**src/rtl/hilo_unit_if.sv**
```systemverilog
// HI/LO unit bus: issue, MT writes, MF reads and status.
// master = pipeline side, slave = hilo_unit side.
`ifndef ALUOP_MULT
`define ALUOP_MULT  5'b11000
`endif
`ifndef ALUOP_MULTU
`define ALUOP_MULTU 5'b11001
`endif
`ifndef ALUOP_DIV
`define ALUOP_DIV   5'b11010
`endif
`ifndef ALUOP_DIVU
`define ALUOP_DIVU  5'b11011
`endif

interface hilo_unit_if;
    logic        op_valid_i;
    logic [4:0]  ALU_control_i;
    logic [63:0] ALU_result_i;
    logic        mthi_i;
    logic        mtlo_i;
    logic [31:0] wdata_i;
    logic        mf_req_i;
    logic        mf_sel_i;
    logic [31:0] hi_o;
    logic [31:0] lo_o;
    logic [31:0] mf_data_o;
    logic        busy_o;
    logic        stall_o;

    modport master (
        output op_valid_i, ALU_control_i, ALU_result_i,
        output mthi_i, mtlo_i, wdata_i, mf_req_i, mf_sel_i,
        input  hi_o, lo_o, mf_data_o, busy_o, stall_o
    );

    modport slave (
        input  op_valid_i, ALU_control_i, ALU_result_i,
        input  mthi_i, mtlo_i, wdata_i, mf_req_i, mf_sel_i,
        output hi_o, lo_o, mf_data_o, busy_o, stall_o
    );
endinterface

```
**src/rtl/hilo_unit.sv**
```systemverilog
// Architectural HI/LO with latency-modelled mul/div commit.
// HILO_BYPASS_EN: forward the pending result on the commit cycle.
module hilo_unit #(
    parameter int MUL_LATENCY = 5,
    parameter int DIV_LATENCY = 33
) (
    input logic        clk_i,
    input logic        rst_i,
    hilo_unit_if.slave bus
);

    if (MUL_LATENCY < 1 || MUL_LATENCY > 64) begin : g_bad_mul
        $error("hilo_unit: MUL_LATENCY out of range 1..64");
    end
    if (DIV_LATENCY < 1 || DIV_LATENCY > 64) begin : g_bad_div
        $error("hilo_unit: DIV_LATENCY out of range 1..64");
    end

    localparam logic [5:0] MUL_CNT = 6'(MUL_LATENCY - 1);
    localparam logic [5:0] DIV_CNT = 6'(DIV_LATENCY - 1);

    typedef enum logic {IDLE, BUSY} state_t;

    state_t      r_state, w_state_nxt;
    logic [5:0]  r_cnt, w_cnt_nxt;
    logic [63:0] r_pend, w_pend_nxt;
    logic [31:0] r_hi, w_hi_nxt;
    logic [31:0] r_lo, w_lo_nxt;

    logic w_is_mul, w_is_div, w_issue, w_commit;

    assign w_is_mul = (bus.ALU_control_i == `ALUOP_MULT)
                   || (bus.ALU_control_i == `ALUOP_MULTU);
    assign w_is_div = (bus.ALU_control_i == `ALUOP_DIV)
                   || (bus.ALU_control_i == `ALUOP_DIVU);
    assign w_issue  = bus.op_valid_i && (w_is_mul || w_is_div);
    assign w_commit = (r_state == BUSY) && (r_cnt == 6'd0);

    // State, counter, pending result and HI/LO registers
    always_ff @(posedge clk_i) begin
        if (rst_i) begin
            r_state <= IDLE;
            r_cnt   <= 6'd0;
            r_pend  <= 64'd0;
            r_hi    <= 32'd0;
            r_lo    <= 32'd0;
        end else begin
            r_state <= w_state_nxt;
            r_cnt   <= w_cnt_nxt;
            r_pend  <= w_pend_nxt;
            r_hi    <= w_hi_nxt;
            r_lo    <= w_lo_nxt;
        end
    end

    // Next state: issue beats MT, MT aborts, else count down and commit
    always_comb begin
        w_state_nxt = r_state;
        w_cnt_nxt   = r_cnt;
        w_pend_nxt  = r_pend;
        w_hi_nxt    = r_hi;
        w_lo_nxt    = r_lo;
        if (w_issue) begin
            w_pend_nxt  = bus.ALU_result_i;
            w_cnt_nxt   = w_is_div ? DIV_CNT : MUL_CNT;
            w_state_nxt = BUSY;
        end else if (bus.mthi_i || bus.mtlo_i) begin
            if (bus.mthi_i) w_hi_nxt = bus.wdata_i;
            if (bus.mtlo_i) w_lo_nxt = bus.wdata_i;
            w_cnt_nxt   = 6'd0;
            w_state_nxt = IDLE;
        end else if (r_state == BUSY) begin
            if (r_cnt == 6'd0) begin
                w_hi_nxt    = r_pend[63:32];
                w_lo_nxt    = r_pend[31:0];
                w_state_nxt = IDLE;
            end else begin
                w_cnt_nxt = r_cnt - 6'd1;
            end
        end
    end

    assign bus.hi_o   = r_hi;
    assign bus.lo_o   = r_lo;
    assign bus.busy_o = (r_state == BUSY);

`ifdef HILO_BYPASS_EN
    assign bus.stall_o   = bus.mf_req_i && bus.busy_o && !w_commit;
    assign bus.mf_data_o = w_commit
                         ? (bus.mf_sel_i ? r_pend[63:32] : r_pend[31:0])
                         : (bus.mf_sel_i ? r_hi : r_lo);
`else
    logic w_unused;
    assign w_unused      = w_commit;
    assign bus.stall_o   = bus.mf_req_i && bus.busy_o;
    assign bus.mf_data_o = bus.mf_sel_i ? r_hi : r_lo;
`endif

endmodule

```
**src/flat_wrapper.sv**
```systemverilog
// flat-port wrapper written by rule: the top's interface ports become plain ports
module hilo_unit_flat 
#(
    parameter int MUL_LATENCY = 5,
    parameter int DIV_LATENCY = 33
)
  (clk_i, rst_i, bus_op_valid_i, bus_ALU_control_i, bus_ALU_result_i, bus_mthi_i, bus_mtlo_i, bus_wdata_i, bus_mf_req_i, bus_mf_sel_i, bus_hi_o, bus_lo_o, bus_mf_data_o, bus_busy_o, bus_stall_o);
  hilo_unit_if bus_i ();
  input logic clk_i;
  input logic rst_i;
  input wire logic [$bits(bus_i.op_valid_i)-1:0] bus_op_valid_i;
  input wire logic [$bits(bus_i.ALU_control_i)-1:0] bus_ALU_control_i;
  input wire logic [$bits(bus_i.ALU_result_i)-1:0] bus_ALU_result_i;
  input wire logic [$bits(bus_i.mthi_i)-1:0] bus_mthi_i;
  input wire logic [$bits(bus_i.mtlo_i)-1:0] bus_mtlo_i;
  input wire logic [$bits(bus_i.wdata_i)-1:0] bus_wdata_i;
  input wire logic [$bits(bus_i.mf_req_i)-1:0] bus_mf_req_i;
  input wire logic [$bits(bus_i.mf_sel_i)-1:0] bus_mf_sel_i;
  output wire logic [$bits(bus_i.hi_o)-1:0] bus_hi_o;
  output wire logic [$bits(bus_i.lo_o)-1:0] bus_lo_o;
  output wire logic [$bits(bus_i.mf_data_o)-1:0] bus_mf_data_o;
  output wire logic [$bits(bus_i.busy_o)-1:0] bus_busy_o;
  output wire logic [$bits(bus_i.stall_o)-1:0] bus_stall_o;
  assign bus_i.op_valid_i = bus_op_valid_i;
  assign bus_i.ALU_control_i = bus_ALU_control_i;
  assign bus_i.ALU_result_i = bus_ALU_result_i;
  assign bus_i.mthi_i = bus_mthi_i;
  assign bus_i.mtlo_i = bus_mtlo_i;
  assign bus_i.wdata_i = bus_wdata_i;
  assign bus_i.mf_req_i = bus_mf_req_i;
  assign bus_i.mf_sel_i = bus_mf_sel_i;
  assign bus_hi_o = bus_i.hi_o;
  assign bus_lo_o = bus_i.lo_o;
  assign bus_mf_data_o = bus_i.mf_data_o;
  assign bus_busy_o = bus_i.busy_o;
  assign bus_stall_o = bus_i.stall_o;
  hilo_unit #(.MUL_LATENCY(MUL_LATENCY), .DIV_LATENCY(DIV_LATENCY)) u_core (.clk_i(clk_i), .rst_i(rst_i), .bus(bus_i));
endmodule
```
**config.mk**
```make
export PLATFORM = sky130hd
export DESIGN_NAME = hilo_unit_flat
export DESIGN_NICKNAME = d
export VERILOG_FILES = /design/src/rtl/hilo_unit_if.sv /design/src/rtl/hilo_unit.sv /design/src/flat_wrapper.sv
export SDC_FILE = /design/constraint.sdc
export NUM_CORES = 1
export LEC_CHECK = 0
export CAP_MARGIN = 10
export CORE_UTILIZATION = 40
export CTS_BUF_LIST = sky130_fd_sc_hd__clkbuf_2 sky130_fd_sc_hd__clkbuf_4 sky130_fd_sc_hd__clkbuf_8
export DETAILED_ROUTE_END_ITERATION = 6
export DONT_BUFFER_PORTS = 1
export GPL_TIMING_DRIVEN = 0
export PLACE_DENSITY = 0.51
export SLEW_MARGIN = 10
export SYNTH_ARGS = -nofsm -noshare
export SYNTH_HDL_FRONTEND = slang
export SYNTH_SLANG_ARGS = --single-unit
```
**constraint.sdc**
```tcl
create_clock -name clk_i -period 3 [get_ports clk_i]
set_clock_uncertainty 0.2 [all_clocks]
set_input_delay 0.45 -clock clk_i [delete_from_list [all_inputs] [get_ports clk_i]]
set_output_delay 0.45 -clock clk_i [all_outputs]
set_load 0.05 [all_outputs]
```
==> flow_summary.yaml <==
placement:
  gp_routability_congestion: 0.872
  place_area_um2: 6290
  dp.cells: 971
  dp_slack_ns: 0.184
  detailed_place_hpwl_um: 16100
  io_buffer_count: 0
setup_path:
  crit_path_max_fanout: 10
  r2r_cells: 7
  cp-end-kind: "output pin"
  crit_chain: "clkbuf_1, buf_1, mux2_2"
  setup.worst_path.class: "primary input to output pin"
  worst_ep_required_time_ns: 2.35
  cp_slowest_stage_delay_ns: 0.76
  cp-start-kind: "primary input"
  critPathArrivalTime_ns: 2.14
  critical-path-slowest-cell: "buf_1"
yosys:
  yosys-top-cells-count: "137 x nor2_1, 135 x dfxtp_1, 129 x nand2_1"
  synth_top_cell_by_area: "dfxtp_1"
  syn_inst: 787
  seq_area_frac_synth: 0.446
  syn-num-nets: 897
  synth.most_common_cell: "nor2_1"
  synth-edff-count: 0
  async_reset_ff_frac: 0
  synth_top_area_share: 0.446
  synth_warnings: 0
  syn_area_per_cell_um2: 7.70
  synth-main-ff-cell: "dfxtp_1"
  syn_area_um2: 6060
  synthTopCellsByArea: "dfxtp_1 45%, nor2_1 8.5%, nand2_1 8.0%, nor4_1 6.7%, or3_1 6.6%"
  synth.distinct_cells: 32
  synth-seq-cells: 135
worst_hold_path:
  hp-class: "primary input to flip-flop"
  hold_depth: 2
drt:
  dr.pass1.iters: 7
  wl_per_cell_um: 21.0
  ant_nets: 0
  via_per_inst: 5.68
  drt_wl_total_um: 22300
  first_iter_violations: 546
  drc: 26
  vias: 6054
global_route:
  grt-ovfl-total: 0
  grt_pass1_wl_um: 34200
  grt_max_degree: 17
  grt_pass1_vias: 5852
  grt.total_usage: 0.290
  antenna_found_initial: 0
clock_tree:
  cts_buffer_depth: 2
  path_clk_slew_ns: 0.07
  post_cts_buffers: 0
  cts_buffers: 17
  cts_resized: 0
  clock_sinks: 135
  cts_tree: "done"
  clockRootBuffer: "clkbuf_8"
  h-tree-depth: 4
  clk_latency_ns: 0.44
sta:
  finalMaxSlewViolations: 0
  min_period_over_period: 0.932
  setup_viol: 0
  slew_headroom: 0.372
  finalSetupTns_ns: 0
  worst_slack_ns: 0.205
  period_needed_ns: 2.79
  rsz0062_at_grt: "no"
  hold_viol: 0
  fmax_mhz: 358
  tightest_slew_ns: 0.942
floorplanning:
  die_x_um: 125
  start_util: 0.414
  die_area_um2: 15600
  coreArea_um2: 14600
  io_pins: 206
  die_h_um: 125
  num_rows: 44
finish:
  n_fill_cell: 1466
  fin_area_um2: 7320
  nNetsFinal: 980
  synthToLayoutAreaGrowth_pct: 20.9
  layout-drive-gt1-share: 0.0897
  antenna_cells: 0
  stdcell_count: 1065
run:
  maxCapViolations: 0
status:
  status: "finished, violations left"
  violations: "DRC"
power:
  p_clk_frac: 0.355
  p_switching_uw: 1390
  p_leak_uw: 0.00280
  ir_worst_vdd_mv: 0.347
  switching_share: 0.323
  p_int_uw: 2920
  p_per_area_nw_per_um2: 589
  power.share.combinational: 0.132
  power_frac_seq: 0.512
==> critical path: cells and delay by family <==
| kind | cells | cell delay [ns] |
|---|---|---|
| buf+inv | 2 | 1.13 |
| mux | 1 | 0.55 |
==> metrics by stage <==
step           hold WS [ns]  utilization  power [uW]
6_report             0.0576        0.500        4310
5_1_grt              0.0268        0.500        4460
2_1_floorplan         0.237            -        2620
4_1_cts             0.00897        0.500        4320
3_5_place_dp          0.248        0.429        2750
3_3_place_gp          0.244        0.429        2740
==> worst paths after layout <==
kind,startpoint,endpoint,slack [ns]
max,bus_mf_sel_i,bus_mf_data_o[1],0.21
min,bus_ALU_result_i[24],u_core.r_pend[24],0.06
max reg2reg,u_core.r_cnt[0],u_core.bus.hi_o[4],0.30
min reg2reg,u_core.r_pend[56],u_core.r_pend[56],0.26
==> cell usage in the layout, fill, tap and decap left out, drive strengths merged, types with 2 or more instances in the layout <==
cell	synthesis	routed
a211oi	2	2
a21oi	66	66
buf	19	19
clkbuf	47	75
dfxtp	135	135
dlygate4sd3	0	64
ha	2	2
inv	4	4
mux2	32	32
nand2	129	129
nor2	137	137
nor3	2	2
nor4	65	65
nor4b	2	2
o21ai	64	64
o31ai	2	2
or3	64	64
or4b	2	2
xnor2	2	2
==> power by group through the flow <==
stage / combinational [uW] / sequential, uW / clock [uW]
after detailed placement: 498 / 2250 / 0
after floorplan: 410 / 2210 / 0
after CTS: 568 / 2210 / 1540
final: 571 / 2210 / 1530
after global placement: 491 / 2250 / 0
after global routing: 617 / 2220 / 1620
==> per-layer routing <==
layer	share of wire	GRT usage	wire length, um	up-vias
met4	0.024	0.0997	529	0
met3	0.070	0.0710	1560	26
li1	-	-	-	2883
met1	0.44	0.376	9870	2915
met2	0.46	0.472	10400	230
met5	0	0	0	-
==> area by class of cell <==
type                    count  area (um^2)  area share
clock inverters             2         35.0     0.00478
plain buffers              66          302      0.0412
repair buffers             64          641      0.0875
well taps                 184          230      0.0314
flip-flops and latches    135         2700       0.369
multi-input cells         582         3040       0.415
inverters                   4         15.0     0.00205
clock buffers              28          360      0.0492
==> cells by family after synthesis <==
logic type                 share of synthesized area
muxes                                         0.0611
DFF                                            0.446
adders and majority gates                    0.00413
AOI/OAI and AO/OA                              0.120
xor gates and xnor gates                     0.00289
and+or+nand+nor                                0.314
buffers and inverters                         0.0523
==> registers in the layout (all words and copies together), names as in the netlist <==
name and flops:
u_core.bus.busy_o 1, u_core.bus.hi_o 32, u_core.bus.lo_o 32, u_core.r_cnt 6
u_core.r_pend 64
==> repair_timing <==
action | in CTS | in global routing
hold buffers | 64 | 0
setup endpoints to repair | 0 | 0
hold endpoints to repair | 65 | 0
(Power assumes the default switching activity.)
